`src/rtl/i2c_reg_slave.sv`:
```
// I2C target exposing the latched lag result, live status and a config register.
// The bus is oversampled on "clock"; SCL is never stretched.
module i2c_reg_slave #(
    parameter logic [6:0] DEV_ADDR    = 7'h2C,
    parameter int         FILTER_LEN  = 4,
    parameter int         HOLD_CYCLES = 8,
    parameter logic [7:0] CONFIG_RST  = 8'h00
) (
    input  logic        clock,
    input  logic        reset_n,
    input  logic        scl_in,
    input  logic        sda_in,
    output logic        sda_oe,
    input  logic [19:0] bcd_result,
    input  logic [7:0]  status,
    output logic [7:0]  config_out,
    output logic        config_wr,
    output logic        busy
);

    localparam int FW = $clog2(FILTER_LEN + 1);
    localparam int HW = $clog2(HOLD_CYCLES + 1);

    typedef enum logic [2:0] {
        IDLE, ADDR, ADDR_ACK, WR_BYTE, WR_ACK, RD_BYTE, RD_ACK, IGNORE
    } state_t;

    state_t state, state_nx;

    // Index 1 carries SCL, index 0 carries SDA through sync, filter and edge history.
    logic [1:0]    meta, sync, filt, filt_d;
    logic [FW-1:0] fcnt [2];

    logic scl_rise, scl_fall, start_det, stop_det;

    logic [3:0]    bit_cnt;
    logic [7:0]    shreg;
    logic [7:0]    tx_byte;
    logic [2:0]    pointer;
    logic          rw;
    logic          first_byte;
    logic          master_ack;
    logic [19:0]   shadow;
    logic [7:0]    scratch;
    logic          cfg_upd;
    logic [HW-1:0] hold_cnt;

    logic          addr_match;
    logic          sda_drive;
    logic [7:0]    rd_mux;

    always_ff @(posedge clock or negedge reset_n) begin
        if (!reset_n) begin
            meta    <= 2'b11;
            sync    <= 2'b11;
            filt    <= 2'b11;
            filt_d  <= 2'b11;
            fcnt[0] <= '0;
            fcnt[1] <= '0;
        end else begin
            meta   <= {scl_in, sda_in};
            sync   <= meta;
            filt_d <= filt;
            // A new level must persist FILTER_LEN consecutive clocks before it is accepted.
            for (int i = 0; i < 2; i++) begin
                if (sync[i] == filt[i]) begin
                    fcnt[i] <= '0;
                end else if (fcnt[i] == FW'(FILTER_LEN - 1)) begin
                    filt[i] <= sync[i];
                    fcnt[i] <= '0;
                end else begin
                    fcnt[i] <= fcnt[i] + 1'b1;
                end
            end
        end
    end

    assign scl_rise  =  filt[1] & ~filt_d[1];
    assign scl_fall  = ~filt[1] &  filt_d[1];
    assign start_det =  filt[1] &  filt_d[1] &  filt_d[0] & ~filt[0];
    assign stop_det  =  filt[1] &  filt_d[1] & ~filt_d[0] &  filt[0];

    assign addr_match = (shreg[7:1] == DEV_ADDR);

    always_comb begin
        rd_mux = 8'hA5;
        case (pointer)
            3'd0: rd_mux = {4'h0, shadow[19:16]};
            3'd1: rd_mux = shadow[15:8];
            3'd2: rd_mux = shadow[7:0];
            3'd3: rd_mux = status;
            3'd4: rd_mux = config_out;
            3'd5: rd_mux = scratch;
            3'd6: rd_mux = {1'b0, DEV_ADDR};
            default: rd_mux = 8'hA5;
        endcase
    end

    always_comb begin
        sda_drive = 1'b0;
        case (state)
            ADDR_ACK, WR_ACK: sda_drive = 1'b1;
            RD_BYTE:          sda_drive = ~tx_byte[~bit_cnt[2:0]];
            default:          sda_drive = 1'b0;
        endcase
    end

    always_ff @(posedge clock or negedge reset_n) begin
        if (!reset_n) state <= IDLE;
        else          state <= state_nx;
    end

    always_comb begin
        state_nx = state;
        if (start_det) begin
            state_nx = ADDR;
        end else if (stop_det) begin
            state_nx = IDLE;
        end else if (scl_fall) begin
            case (state)
                ADDR:     if (bit_cnt == 4'd8) state_nx = addr_match ? ADDR_ACK : IGNORE;
                ADDR_ACK: state_nx = rw ? RD_BYTE : WR_BYTE;
                WR_BYTE:  if (bit_cnt == 4'd8) state_nx = WR_ACK;
                WR_ACK:   state_nx = WR_BYTE;
                RD_BYTE:  if (bit_cnt == 4'd8) state_nx = RD_ACK;
                RD_ACK:   state_nx = master_ack ? RD_BYTE : IGNORE;
                default:  state_nx = state;
            endcase
        end
    end

    always_ff @(posedge clock or negedge reset_n) begin
        if (!reset_n) begin
            bit_cnt    <= '0;
            shreg      <= '0;
            tx_byte    <= '0;
            pointer    <= '0;
            rw         <= 1'b0;
            first_byte <= 1'b0;
            master_ack <= 1'b0;
            shadow     <= '0;
            scratch    <= '0;
            config_out <= CONFIG_RST;
            cfg_upd    <= 1'b0;
            config_wr  <= 1'b0;
            hold_cnt   <= '0;
            sda_oe     <= 1'b0;
            busy       <= 1'b0;
        end else begin
            cfg_upd   <= 1'b0;
            config_wr <= cfg_upd;
            if (start_det || stop_det) begin
                // Any partially shifted byte is dropped; the pointer keeps its value.
                bit_cnt  <= '0;
                hold_cnt <= '0;
                sda_oe   <= 1'b0;
                busy     <= start_det;
            end else begin
                if (scl_rise) begin
                    case (state)
                        ADDR, WR_BYTE, RD_BYTE: begin
                            shreg   <= {shreg[6:0], filt[0]};
                            bit_cnt <= bit_cnt + 4'd1;
                        end
                        RD_ACK: master_ack <= ~filt[0];
                        WR_ACK: begin
                            if (first_byte) begin
                                pointer    <= shreg[2:0];
                                first_byte <= 1'b0;
                            end else begin
                                if (pointer == 3'd4) begin
                                    config_out <= shreg;
                                    cfg_upd    <= 1'b1;
                                end else if (pointer == 3'd5) begin
                                    scratch <= shreg;
                                end
                                pointer <= pointer + 3'd1;
                            end
                        end
                        default: ;
                    endcase
                end
                if (scl_fall) begin
                    hold_cnt <= HW'(HOLD_CYCLES - 1);
                    case (state)
                        ADDR: if (bit_cnt == 4'd8) begin
                            bit_cnt <= '0;
                            rw      <= shreg[0];
                            if (addr_match && shreg[0]) shadow <= bcd_result;
                        end
                        ADDR_ACK: begin
                            first_byte <= 1'b1;
                            if (rw) begin
                                tx_byte <= rd_mux;
                                pointer <= pointer + 3'd1;
                            end
                        end
                        WR_BYTE, RD_BYTE: if (bit_cnt == 4'd8) bit_cnt <= '0;
                        RD_ACK: if (master_ack) begin
                            tx_byte <= rd_mux;
                            pointer <= pointer + 3'd1;
                        end
                        default: ;
                    endcase
                end else if (hold_cnt != '0) begin
                    // SDA moves only once the data hold time after SCL fell has elapsed.
                    hold_cnt <= hold_cnt - 1'b1;
                    if (hold_cnt == HW'(1)) sda_oe <= sda_drive;
                end
            end
        end
    end

endmodule

```
`config.mk`:
```
export PLATFORM = sky130hd
export DESIGN_NAME = i2c_reg_slave
export DESIGN_NICKNAME = d
export VERILOG_FILES = /design/src/rtl/i2c_reg_slave.sv
export SDC_FILE = /design/constraint.sdc
export NUM_CORES = 1
export LEC_CHECK = 0
export BUFFER_PORTS_ARGS = -buffer_cell sky130_fd_sc_hd__buf_2
export CAP_MARGIN = 10
export CORE_ASPECT_RATIO = 0.7
export CORE_MARGIN = 3
export CORE_UTILIZATION = 50
export DETAILED_ROUTE_END_ITERATION = 16
export PLACE_DENSITY = 0.69
export SLEW_MARGIN = 20
export SYNTH_ARGS = -nofsm -noshare
export SYNTH_HDL_FRONTEND = slang
export SYNTH_SLANG_ARGS = --single-unit
```
`constraint.sdc`:
```
create_clock -name clock -period 4.5 [get_ports clock]
set_input_delay 0.225 -clock clock [delete_from_list [all_inputs] [get_ports clock]]
set_output_delay 0.225 -clock clock [all_outputs]
set_load 0.1 [all_outputs]
```
==> results_tabular.tex, run 1 <==
\begin{tabular}{lr}
\hline
Metric & Value \\
\hline
\multicolumn{2}{l}{\textbf{Status}} \\
\quad Run status & finished clean \\
\multicolumn{2}{l}{\textbf{Power and ir drop}} \\
\quad LEAKAGE & roughly 0.0023 uW \\
\quad Total power density per cell area & about 560 nW/um2 \\
\quad IR Drop Worst-Case VDD & $\sim$390 uV \\
\quad Final total power & 2650 uW \\
\multicolumn{2}{l}{\textbf{Drt}} \\
\quad Drt initial violations & about 260 \\
\quad Count of TritonRoute iterations in the first routing pass & 4 \\
\quad ANT nets after route & 0 \\
\quad Total wirelength of the detailed-routed design & 8820 um \\
\quad Detailed-route DRC error count & 0 \\
\quad Routed WL per cell & around 18 um \\
\quad Detail-routed via count per cell & between 5 and 6 \\
\quad Via total after detailed routing & 2837 \\
\multicolumn{2}{l}{\textbf{GRT}} \\
\quad Number of global-route vias before repair & $\sim$2800 \\
\quad Global-route usage over all layers & between 20\% and 30\% \\
\quad GR Layer Usage met1 & 29.8\% \\
\quad Congestion Overflow GR & 0 \\
\quad Initial antenna violation count & 0 \\
\quad Largest net degree at the start of global routing & 53 \\
\quad Met3 track demand over resource in global routing & roughly 5.4\% \\
\quad Highest-utilization routing layer at the global route stage & met1 \\
\quad Met2 Track Usage GR & around 28\% \\
\quad Global-route wire length before repair & between 10000 and 15000 um \\
\multicolumn{2}{l}{\textbf{CTS}} \\
\quad Clock Sinks & slightly below 90 \\
\quad TritonCTS Buffers & 9 \\
\quad Post-CTS Setup Inserts & 0 \\
\quad \# H-tree levels & 3 \\
\quad CTS tree & yes \\
\quad Buffers from clock root to sink, at most & 2 \\
\quad Cts-stage hold buffer count & 3 \\
\quad Clock-pin slew on the worst setup and hold paths & around 60 ps \\
\quad Post-CTS resize count & 0 \\
\quad Clock insertion delay at the later pin of the skew report & between 300 and 400 ps \\
\quad Clock root buffer & sky130\_fd\_sc\_hd\_\_clkbuf\_16 \\
\multicolumn{2}{l}{\textbf{Die}} \\
\quad I/O pin total & 43 \\
\quad Starting utilization of the core area & between 50\% and 60\% \\
\quad DIE WIDTH & around 110 um \\
\quad Placeable core region & roughly 7900 um2 \\
\quad Height of the chip & 81.9 um \\
\quad Site Rows & 27 \\
\quad Full die area & around 9400 um2 \\
\multicolumn{2}{l}{\textbf{Timing}} \\
\quad Minimum clock period & about 2700 ps \\
\quad Final setup violation count & 0 \\
\quad Slew Viols, Final & 0 \\
\quad Final-layout setup total negative slack & 0 ps \\
\quad Final Hold Fails & 0 \\
\quad Final period util & between 50\% and 60\% \\
\quad Max Fclk & around 0.37 GHz \\
\quad Setup repair after global routing missed its margin & false \\
\quad Transition time at the pin with the least slew margin & between 900 and 1000 ps \\
\quad Min Hold Slack & 114 ps \\
\quad Relative slew margins & 39.5\% \\
\quad Worst clock skew & $\sim$4.5 ps \\
\multicolumn{2}{l}{\textbf{Final layout}} \\
\quad Final net count & $\sim$430 \\
\quad Area overhead of the layout relative to synthesis & 14.5\% \\
\quad Count of non-filler cells in the finished layout & slightly below 500 \\
\quad Layout cells sized above 1 & between 30\% and 40\% \\
\quad Fillcell total & 663 \\
\quad Seq. cell area & $\sim$2200 um2 \\
\quad Number of diodes added for antenna fixing & 0 \\
\quad Combined area of the multi-input logic cells & $\sim$1800 um2 \\
\multicolumn{2}{l}{\textbf{Worst setup path}} \\
\quad Terminus of the critical flop-to-flop path & shadow[6]\$\_DFFE\_PN0P\_ \\
\quad Nature of the critical path startpoint & flip-flop \\
\quad Critical path endpoint category & flip-flop \\
\quad Depth of the worst register-to-register path & 7 \\
\quad Reg-to-reg setup timing slack & between 1500 and 2000 ps \\
\quad Maximum fanout along the worst path & 20 \\
\quad Required time at the worst-slack endpoint & between 4000 and 5000 ps \\
\quad Start-to-end type of the worst setup path & reg2reg \\
\quad Critical register-to-register path startpoint & bit\_cnt[0]\$\_DFF\_PN0\_ \\
\quad Data arrival time of the worst path & slightly below 3000 ps \\
\multicolumn{2}{l}{\textbf{Place}} \\
\quad HPWL reported at the end of detailed placement & $\sim$6100 um \\
\quad Final GP Congestion & 0.866 \\
\quad Placed cells & 470 \\
\quad Port buffer count & 42 \\
\multicolumn{2}{l}{\textbf{Synthesis}} \\
\quad Count of flip-flops with a built-in enable after synthesis & 0 \\
\quad Synth async-reset ratio & 100\% \\
\quad Commonest register cell after synthesis & sky130\_fd\_sc\_hd\_\_dfrtp\_1 \\
\quad Sequential share of the synthesized area & around 53\% \\
\quad Yosys Warn Count & 0 \\
\quad Post-Syn Area per Cell & 11.9 um2 \\
\quad Flops \& latches, synth & between 80 and 90 \\
\quad Synthesized area & around 4100 um2 \\
\quad Post-synthesis instance total & $\sim$350 \\
\quad Count of distinct cell types in the synthesized netlist & 51 \\
\quad Mapped Nets & $\sim$400 \\
\multicolumn{2}{l}{\textbf{Hold path}} \\
\quad Min-Delay Path Depth & 2 \\
\quad Endpoint of the worst hold path & shadow[14]\$\_DFFE\_PN0P\_ \\
\quad Startpoint of the worst hold path & bcd\_result[14] \\
\quad Min-delay worst type & in2reg \\
\multicolumn{2}{l}{\textbf{Run}} \\
\quad Max Cap Violations & 0 \\
\hline
\end{tabular}
layout make-up:
class / count / area share, %
clock buffers: 11 / 5.15
inverters: 14 / 1.11
repair buffers: 46 / 5.31
multi-input cells: 225 / 37.6
well taps: 101 / 2.68
flip-flops and latches: 87 / 46.4
clock inverters: 5 / 1.73
registers in the layout, indices dropped and copies added, names as in the netlist, 3 cells and up:
signal and flops:
scratch 8, config_out 8, shadow 20, state 3, hold_cnt 4, pointer 3, bit_cnt 4, fcnt 6
tx_byte 8, shreg 8
through the flow:
step / util, % / setup slack [ps] / cell area, um2
CTS: 59.4 / 1790 / 4710
detailed placement: 54.9 / 1830 / 4360
global placement: 54.9 / 1900 / 4360
finish: 59.4 / 1820 / 4710
global route: 59.4 / 1560 / 4710
floorplan: - / 2450 / 4120
per-layer routing:
layer | share of wire, % | wire, um
met5 | 0 | 0
met1 | 50 | 4420
met4 | 1.2 | 107
met3 | 4.9 | 433
met2 | 44 | 3860
kinds of logic (layout without fill, tap and decap cells):
kind of cell	after synthesis	count (layout)	synth area share, %
AO/OA/AOI/OAI	73	73	12.1
XOR/XNOR	7	7	1.49
adder cells (fa/ha/maj)	12	12	3.65
buffers and inverters	34	76	3.80
flip-flops	87	87	53.1
multiplexers	55	55	15.1
AND/OR/NAND/NOR	78	78	10.7
cells in the final DEF (no fill, tap or decap), types with 2 or more instances in the layout:
cell / n
sky130_fd_sc_hd__dlygate4sd3_1: 3
sky130_fd_sc_hd__nor2_1: 18
sky130_fd_sc_hd__a21oi_1: 18
sky130_fd_sc_hd__a32oi_1: 4
sky130_fd_sc_hd__clkbuf_16: 9
sky130_fd_sc_hd__dfrtp_1: 79
sky130_fd_sc_hd__bufinv_16: 2
sky130_fd_sc_hd__o21ai_0: 14
sky130_fd_sc_hd__nand3_1: 7
sky130_fd_sc_hd__o32a_1: 3
sky130_fd_sc_hd__a22oi_1: 6
sky130_fd_sc_hd__nand2b_1: 4
sky130_fd_sc_hd__nor2b_1: 4
sky130_fd_sc_hd__mux2_2: 47
sky130_fd_sc_hd__o22ai_1: 2
sky130_fd_sc_hd__dfstp_2: 8
sky130_fd_sc_hd__mux2i_1: 7
sky130_fd_sc_hd__a211oi_1: 2
sky130_fd_sc_hd__nand2_1: 17
sky130_fd_sc_hd__xor2_1: 3
sky130_fd_sc_hd__xnor2_1: 4
sky130_fd_sc_hd__a222oi_1: 3
sky130_fd_sc_hd__nor3b_1: 4
sky130_fd_sc_hd__nor3_1: 7
sky130_fd_sc_hd__inv_1: 14
sky130_fd_sc_hd__and2_1: 2
sky130_fd_sc_hd__o31ai_1: 2
sky130_fd_sc_hd__buf_4: 2
sky130_fd_sc_hd__ha_1: 12
sky130_fd_sc_hd__a31oi_1: 7
sky130_fd_sc_hd__a221oi_1: 4
sky130_fd_sc_hd__and3_1: 4
sky130_fd_sc_hd__nand4_1: 3
sky130_fd_sc_hd__buf_2: 41
Yosys cell counts, drive strengths merged, types with 5 or more instances:
cell	number	area [um2]
nor2	18	67.6
a22oi	6	45.0
inv	14	52.6
nand3	7	35.0
nor3	7	35.0
nand2b	5	38.8
clkbuf	10	37.5
mux2	47	529
dfrtp	79	1980
o21ai	14	70.1
a31oi	7	43.8
nand2	17	63.8
buf	10	66.3
a21oi	18	90.1
dfstp	8	210
ha	12	150
mux2i	7	70.1
worst max-delay path by stage:
stage                         start                     end  slack, ps  cells past startpoint
2_1_floorplan  bit_cnt[0]$_DFF_PN0_   shadow[0]$_DFFE_PN0P_       2450                      9
3_3_place_gp   bit_cnt[0]$_DFF_PN0_  shadow[14]$_DFFE_PN0P_       1900                      7
3_5_place_dp   bit_cnt[0]$_DFF_PN0_   shadow[6]$_DFFE_PN0P_       1830                      7
4_1_cts        bit_cnt[0]$_DFF_PN0_   shadow[6]$_DFFE_PN0P_       1790                      7
5_1_grt        bit_cnt[0]$_DFF_PN0_   shadow[3]$_DFFE_PN0P_       1560                      7
6_report       bit_cnt[0]$_DFF_PN0_   shadow[6]$_DFFE_PN0P_       1820                      7
where the power goes:
group	internal, uW	switching [uW]	leakage, uW	total [uW]
combinational	291	416	0.000959	707
sequential	929	216	0.00114	1140
clock	501	295	0.000156	797
worst max-delay path, stage by stage, from the launching register on:
cell	delay (ps)
sky130_fd_sc_hd__dfrtp_1	490
sky130_fd_sc_hd__inv_1	100
sky130_fd_sc_hd__ha_1	130
sky130_fd_sc_hd__and3b_1	230
sky130_fd_sc_hd__nand3_1	150
sky130_fd_sc_hd__nor3_1	240
sky130_fd_sc_hd__and3_1	790
sky130_fd_sc_hd__mux2_2	420
Power figures use the tool's default switching activity.
==> inputs of run 2 (changes only) <==
--- a/config.mk
+++ b/config.mk
@@ -5,13 +5,14 @@
 export SDC_FILE = /design/constraint.sdc
 export NUM_CORES = 1
 export LEC_CHECK = 0
+export ABC_AREA = 1
 export BUFFER_PORTS_ARGS = -buffer_cell sky130_fd_sc_hd__buf_2
 export CAP_MARGIN = 10
 export CORE_ASPECT_RATIO = 0.7
 export CORE_MARGIN = 3
 export CORE_UTILIZATION = 50
 export DETAILED_ROUTE_END_ITERATION = 16
-export PLACE_DENSITY = 0.69
+export PLACE_DENSITY = 0.72
 export SLEW_MARGIN = 20
 export SYNTH_ARGS = -nofsm -noshare
 export SYNTH_HDL_FRONTEND = slang
==> constraint.sdc (replaced) <==
create_clock -name clock -period 2.2 [get_ports clock]
set_input_delay 0.11 -clock clock [delete_from_list [all_inputs] [get_ports clock]]
set_output_delay 0.11 -clock clock [all_outputs]
set_load 0.1 [all_outputs]
==> results_tabular.tex, run 2 <==
\begin{tabular}{lr}
\hline
Metric & Value \\
\hline
\multicolumn{2}{l}{\textbf{Die}} \\
\quad I/O pin total & 43 (unchanged) \\
\quad Full die area & 9850 um2 (+5.0\%) \\
\quad DIE WIDTH & 117 um (+2.5\%) \\
\quad Starting utilization of the core area & 53.3\% (+1.4 points) \\
\quad Placeable core region & 8140 um2 (+2.6\%) \\
\quad Site Rows & 27 (unchanged) \\
\quad Height of the chip & 83.9 um (+2.5\%) \\
\multicolumn{2}{l}{\textbf{Synthesis}} \\
\quad Sequential share of the synthesized area & 50.4\% (-2.7 points) \\
\quad Post-Syn Area per Cell & 8.13 um2 (-32\%) \\
\quad Compound-Gate Fraction of Synth Area & 9.60\% (-2.5 points) \\
\quad Largest area contributor in the netlist & sky130\_fd\_sc\_hd\_\_dfrtp\_1 \\
\quad Adder-cell share of the synthesized area & 3.46\% (-0.19 points) \\
\quad Yosys Warn Count & 0 (unchanged) \\
\quad Mapped Nets & 578 (+48\%) \\
\quad Fraction of synthesized area in multiplexers & 0.260\% (-15 points) \\
\quad Count of flip-flops with a built-in enable after synthesis & 0 (unchanged) \\
\quad List of most frequent post-synthesis cells & sky130\_fd\_sc\_hd\_\_nand2\_1 (179), sky130\_fd\_sc\_hd\_\_dfrtp\_1 (79), sky130\_fd\_sc\_hd\_\_inv\_1 (63), sky130\_fd\_sc\_hd\_\_nor2\_1 (35), sky130\_fd\_sc\_hd\_\_nand3\_1 (28) \\
\quad Combinational family with the most area after synthesis & simple AND/OR/NAND/NOR gates \\
\quad Synthesized area & 4340 um2 (+5.4\%) \\
\quad Post-synthesis instance total & 534 (+54\%) \\
\quad Top cells by area, synth & sky130\_fd\_sc\_hd\_\_dfrtp\_1 (46\%), sky130\_fd\_sc\_hd\_\_nand2\_1 (15\%), sky130\_fd\_sc\_hd\_\_inv\_1 (5.4\%) \\
\quad Synth async-reset ratio & 100\% (unchanged) \\
\quad Share of Yosys cell area claimed by the top area cell type & 45.6\% (-2.5 points) \\
\quad Xor and xnor area share after synthesis & 1.01\% (-0.48 points) \\
\quad Flops \& latches, synth & 87 (unchanged) \\
\quad Count of distinct cell types in the synthesized netlist & 35 (-31\%) \\
\quad Area fraction in and, or, nand and nor cells after synthesis & 27.3\% (+17 points) \\
\quad Commonest register cell after synthesis & sky130\_fd\_sc\_hd\_\_dfrtp\_1 \\
\quad Leading cell type by number of instances after synthesis & sky130\_fd\_sc\_hd\_\_nand2\_1 \\
\multicolumn{2}{l}{\textbf{Worst setup path}} \\
\quad Data arrival time of the worst path & 2150 ps (-750 ps) \\
\quad Nature of the critical path startpoint & flip-flop \\
\quad Reg-to-reg setup timing slack & 280 ps (-1540 ps) \\
\quad Critical path endpoint category & flip-flop \\
\quad Required time at the worst-slack endpoint & 2430 ps (-2290 ps) \\
\quad Start-to-end type of the worst setup path & reg2reg \\
\quad Maximum fanout along the worst path & 9 (-55\%) \\
\multicolumn{2}{l}{\textbf{Timing}} \\
\quad Final period util & 87.3\% (+28 points) \\
\quad Transition time at the pin with the least slew margin & 655 ps (-252 ps) \\
\quad Worst setup margin & 280 ps (-1540 ps) \\
\quad Minimum clock period & 1920 ps (-759 ps) \\
\quad Max Fclk & 0.521 GHz (+40\%) \\
\quad Worst clock skew & 3.98 ps (-0.506 ps) \\
\quad Relative slew margins & 56.2\% (+17 points) \\
\quad Final Hold Fails & 0 (unchanged) \\
\quad Final-layout setup total negative slack & 0 ps (unchanged) \\
\quad Slew Viols, Final & 0 (unchanged) \\
\quad Min Hold Slack & 5.83 ps (-108 ps) \\
\quad Setup repair after global routing missed its margin & false \\
\quad Final setup violation count & 0 (unchanged) \\
\multicolumn{2}{l}{\textbf{GRT}} \\
\quad Global-route wire length before repair & 16600 um (+17\%) \\
\quad Congestion Overflow GR & 0 (unchanged) \\
\quad Largest net degree at the start of global routing & 47 (-11\%) \\
\quad Initial antenna violation count & 1 (+1) \\
\quad Number of global-route vias before repair & 3467 (+26\%) \\
\quad Global-route usage over all layers & 20.8\% (+0.79 points) \\
\multicolumn{2}{l}{\textbf{CTS}} \\
\quad Buffers from clock root to sink, at most & 2 (unchanged) \\
\quad Clock insertion delay at the later pin of the skew report & 340 ps (about the same) \\
\quad \# H-tree levels & 3 (unchanged) \\
\quad Post-CTS Setup Inserts & 0 (unchanged) \\
\quad CTS tree & yes \\
\quad Clock-pin slew on the worst setup and hold paths & 60 ps (about the same) \\
\quad Clock Sinks & 87 (unchanged) \\
\quad Post-CTS resize count & 0 (unchanged) \\
\quad Clock root buffer & sky130\_fd\_sc\_hd\_\_clkbuf\_16 \\
\quad TritonCTS Buffers & 9 (unchanged) \\
\multicolumn{2}{l}{\textbf{Final layout}} \\
\quad Final net count & 631 (+48\%) \\
\quad Combined area of the multi-input logic cells & 1810 um2 (+1.8\%) \\
\quad Final Instance Area & 5040 um2 (+7.0\%) \\
\quad Most used cells in the layout excluding fill and tap cells & sky130\_fd\_sc\_hd\_\_nand2\_1 (179), sky130\_fd\_sc\_hd\_\_dfrtp\_1 (79), sky130\_fd\_sc\_hd\_\_inv\_1 (63), sky130\_fd\_sc\_hd\_\_buf\_2 (41), sky130\_fd\_sc\_hd\_\_nor2\_1 (35) \\
\quad Top reg by flops & shadow \\
\quad Count of non-filler cells in the finished layout & 708 (+45\%) \\
\quad Fillcell total & 703 (+6.0\%) \\
\quad Area overhead of the layout relative to synthesis & 16.2\% \\
\quad Seq. cell area & 2190 um2 (unchanged) \\
\quad Layout cells sized above 1 & 17.1\% (-14 points) \\
\quad Number of diodes added for antenna fixing & 0 (unchanged) \\
\quad Most common library cell in the layout ignoring fill and taps & sky130\_fd\_sc\_hd\_\_nand2\_1 \\
\quad Number of flip-flops under the largest register name & 20 (unchanged) \\
\multicolumn{2}{l}{\textbf{Drt}} \\
\quad Count of TritonRoute iterations in the first routing pass & 5 (+1) \\
\quad Total wirelength of the detailed-routed design & 9670 um (+9.6\%) \\
\quad Detailed-route DRC error count & 0 (unchanged) \\
\quad Via total after detailed routing & 3603 (+27\%) \\
\quad Drt initial violations & 277 (+8.6\%) \\
\quad Routed WL per cell & 13.7 um (-24\%) \\
\quad Detail-routed via count per cell & 5.09 (-12\%) \\
\quad ANT nets after route & 0 (unchanged) \\
\multicolumn{2}{l}{\textbf{Power and ir drop}} \\
\quad IR Drop Worst-Case VDD & 615 uV (+59\%) \\
\quad LEAKAGE & 0.00261 uW (+16\%) \\
\quad Part of the total power dissipated in the clock network & 25.3\% (-4.8 points) \\
\quad Net switching share of the total power & 40.6\% (+5.6 points) \\
\quad Part of the power in combinational logic & 36.4\% (+9.7 points) \\
\quad Total internal power & 3480 uW (+100\%) \\
\quad Reg power frac & 38.3\% (-4.9 points) \\
\quad Total net switching power & 2380 uW (+160\%) \\
\quad Total power density per cell area & 1160 nW/um2 (+110\%) \\
\multicolumn{2}{l}{\textbf{Place}} \\
\quad Port buffer count & 42 (unchanged) \\
\quad Placed cell areas & 4670 um2 (+7.0\%) \\
\quad HPWL reported at the end of detailed placement & 7010 um (+16\%) \\
\quad Worst slack at placement & 317 ps (-1510 ps) \\
\quad Final GP Congestion & 0.833 (-3.8\%) \\
\quad Placed cells & 684 (+46\%) \\
\multicolumn{2}{l}{\textbf{Run}} \\
\quad Max Cap Violations & 0 (unchanged) \\
\multicolumn{2}{l}{\textbf{Status}} \\
\quad Run status & finished clean \\
\multicolumn{2}{l}{\textbf{Hold path}} \\
\quad Min-delay worst type & in2reg \\
\hline
\end{tabular}
[run 2: worst paths after layout]
check / start / end / depth (start not counted)
worst max-delay path: pointer[0]$_DFFE_PN0P_ / tx_byte[1]$_DFFE_PN0P_ / 8
worst min-delay path: bcd_result[3] / shadow[3]$_DFFE_PN0P_ / 3
worst max register to register: pointer[0]$_DFFE_PN0P_ / tx_byte[1]$_DFFE_PN0P_ / 8
worst min register to register: meta[0]$_DFF_PN1_ / sync[0]$_DFF_PN1_ / 0
max in group asynchronous: reset_n / meta[1]$_DFF_PN1_ / 3
min in group asynchronous: reset_n / shadow[18]$_DFFE_PN0P_ / 2
[run 2: logic make-up after synthesis]
family	count (synthesis)
compound gates	74
simple gates	271
buf+inv	84
flops	87
mux	1
fa+ha+maj	12
xor+xnor	5
[run 2: power groups by stage]
stage	registers, uW	logic, uW	clock network, uW
after CTS	2240	2130	1510
after floorplan	2320	1480	0
after global routing	2290	2430	1580
final	2250	2130	1480
after global placement	2250	2040	0
after detailed placement	2270	2090	0
[run 2: stage by stage]
step / power, uW / util [%]
after global placement: 4290 / 57.3
after detailed placement: 4360 / 57.3
after CTS: 5880 / 61.9
after global routing: 6300 / 61.9
after floorplan: 3800 / -
final: 5860 / 61.9
[run 2: what timing repair did]
item	CTS	global route
endpoints found under the hold margin	46	0
setup endpoints to repair	0	0
hold buffers	8	0
[run 2: worst max-delay path, cell delays in order (launching register included)]
cell                      delay, ps
sky130_fd_sc_hd__dfrtp_1        430
sky130_fd_sc_hd__ha_1           220
sky130_fd_sc_hd__ha_1           330
sky130_fd_sc_hd__nand2_1        120
sky130_fd_sc_hd__o21ai_0        110
sky130_fd_sc_hd__a21oi_1        330
sky130_fd_sc_hd__nand4_1        140
sky130_fd_sc_hd__nand2_1         90
sky130_fd_sc_hd__nand2_1         50
[run 2: final cells by class]
class                           count  area share, %
Sequential cell                    87           43.4
Multi-Input combinational cell    363           35.8
Timing Repair Buffer               54           6.65
Clock buffer                       14           5.63
Inverter                           72           5.41
Tap cell                          116           2.88
Clock inverter                      2          0.248
[run 2: routing by layer]
metal / part of all wire [%] / vias to the layer above / GRT usage [%]
met1: 48 / 1686 / 29.3
met3: 6.8 / 16 / 5.15
met5: 0.13 / - / 0
li1: - / 1788 / -
met4: 1.6 / 2 / 6.82
met2: 44 / 111 / 31.7
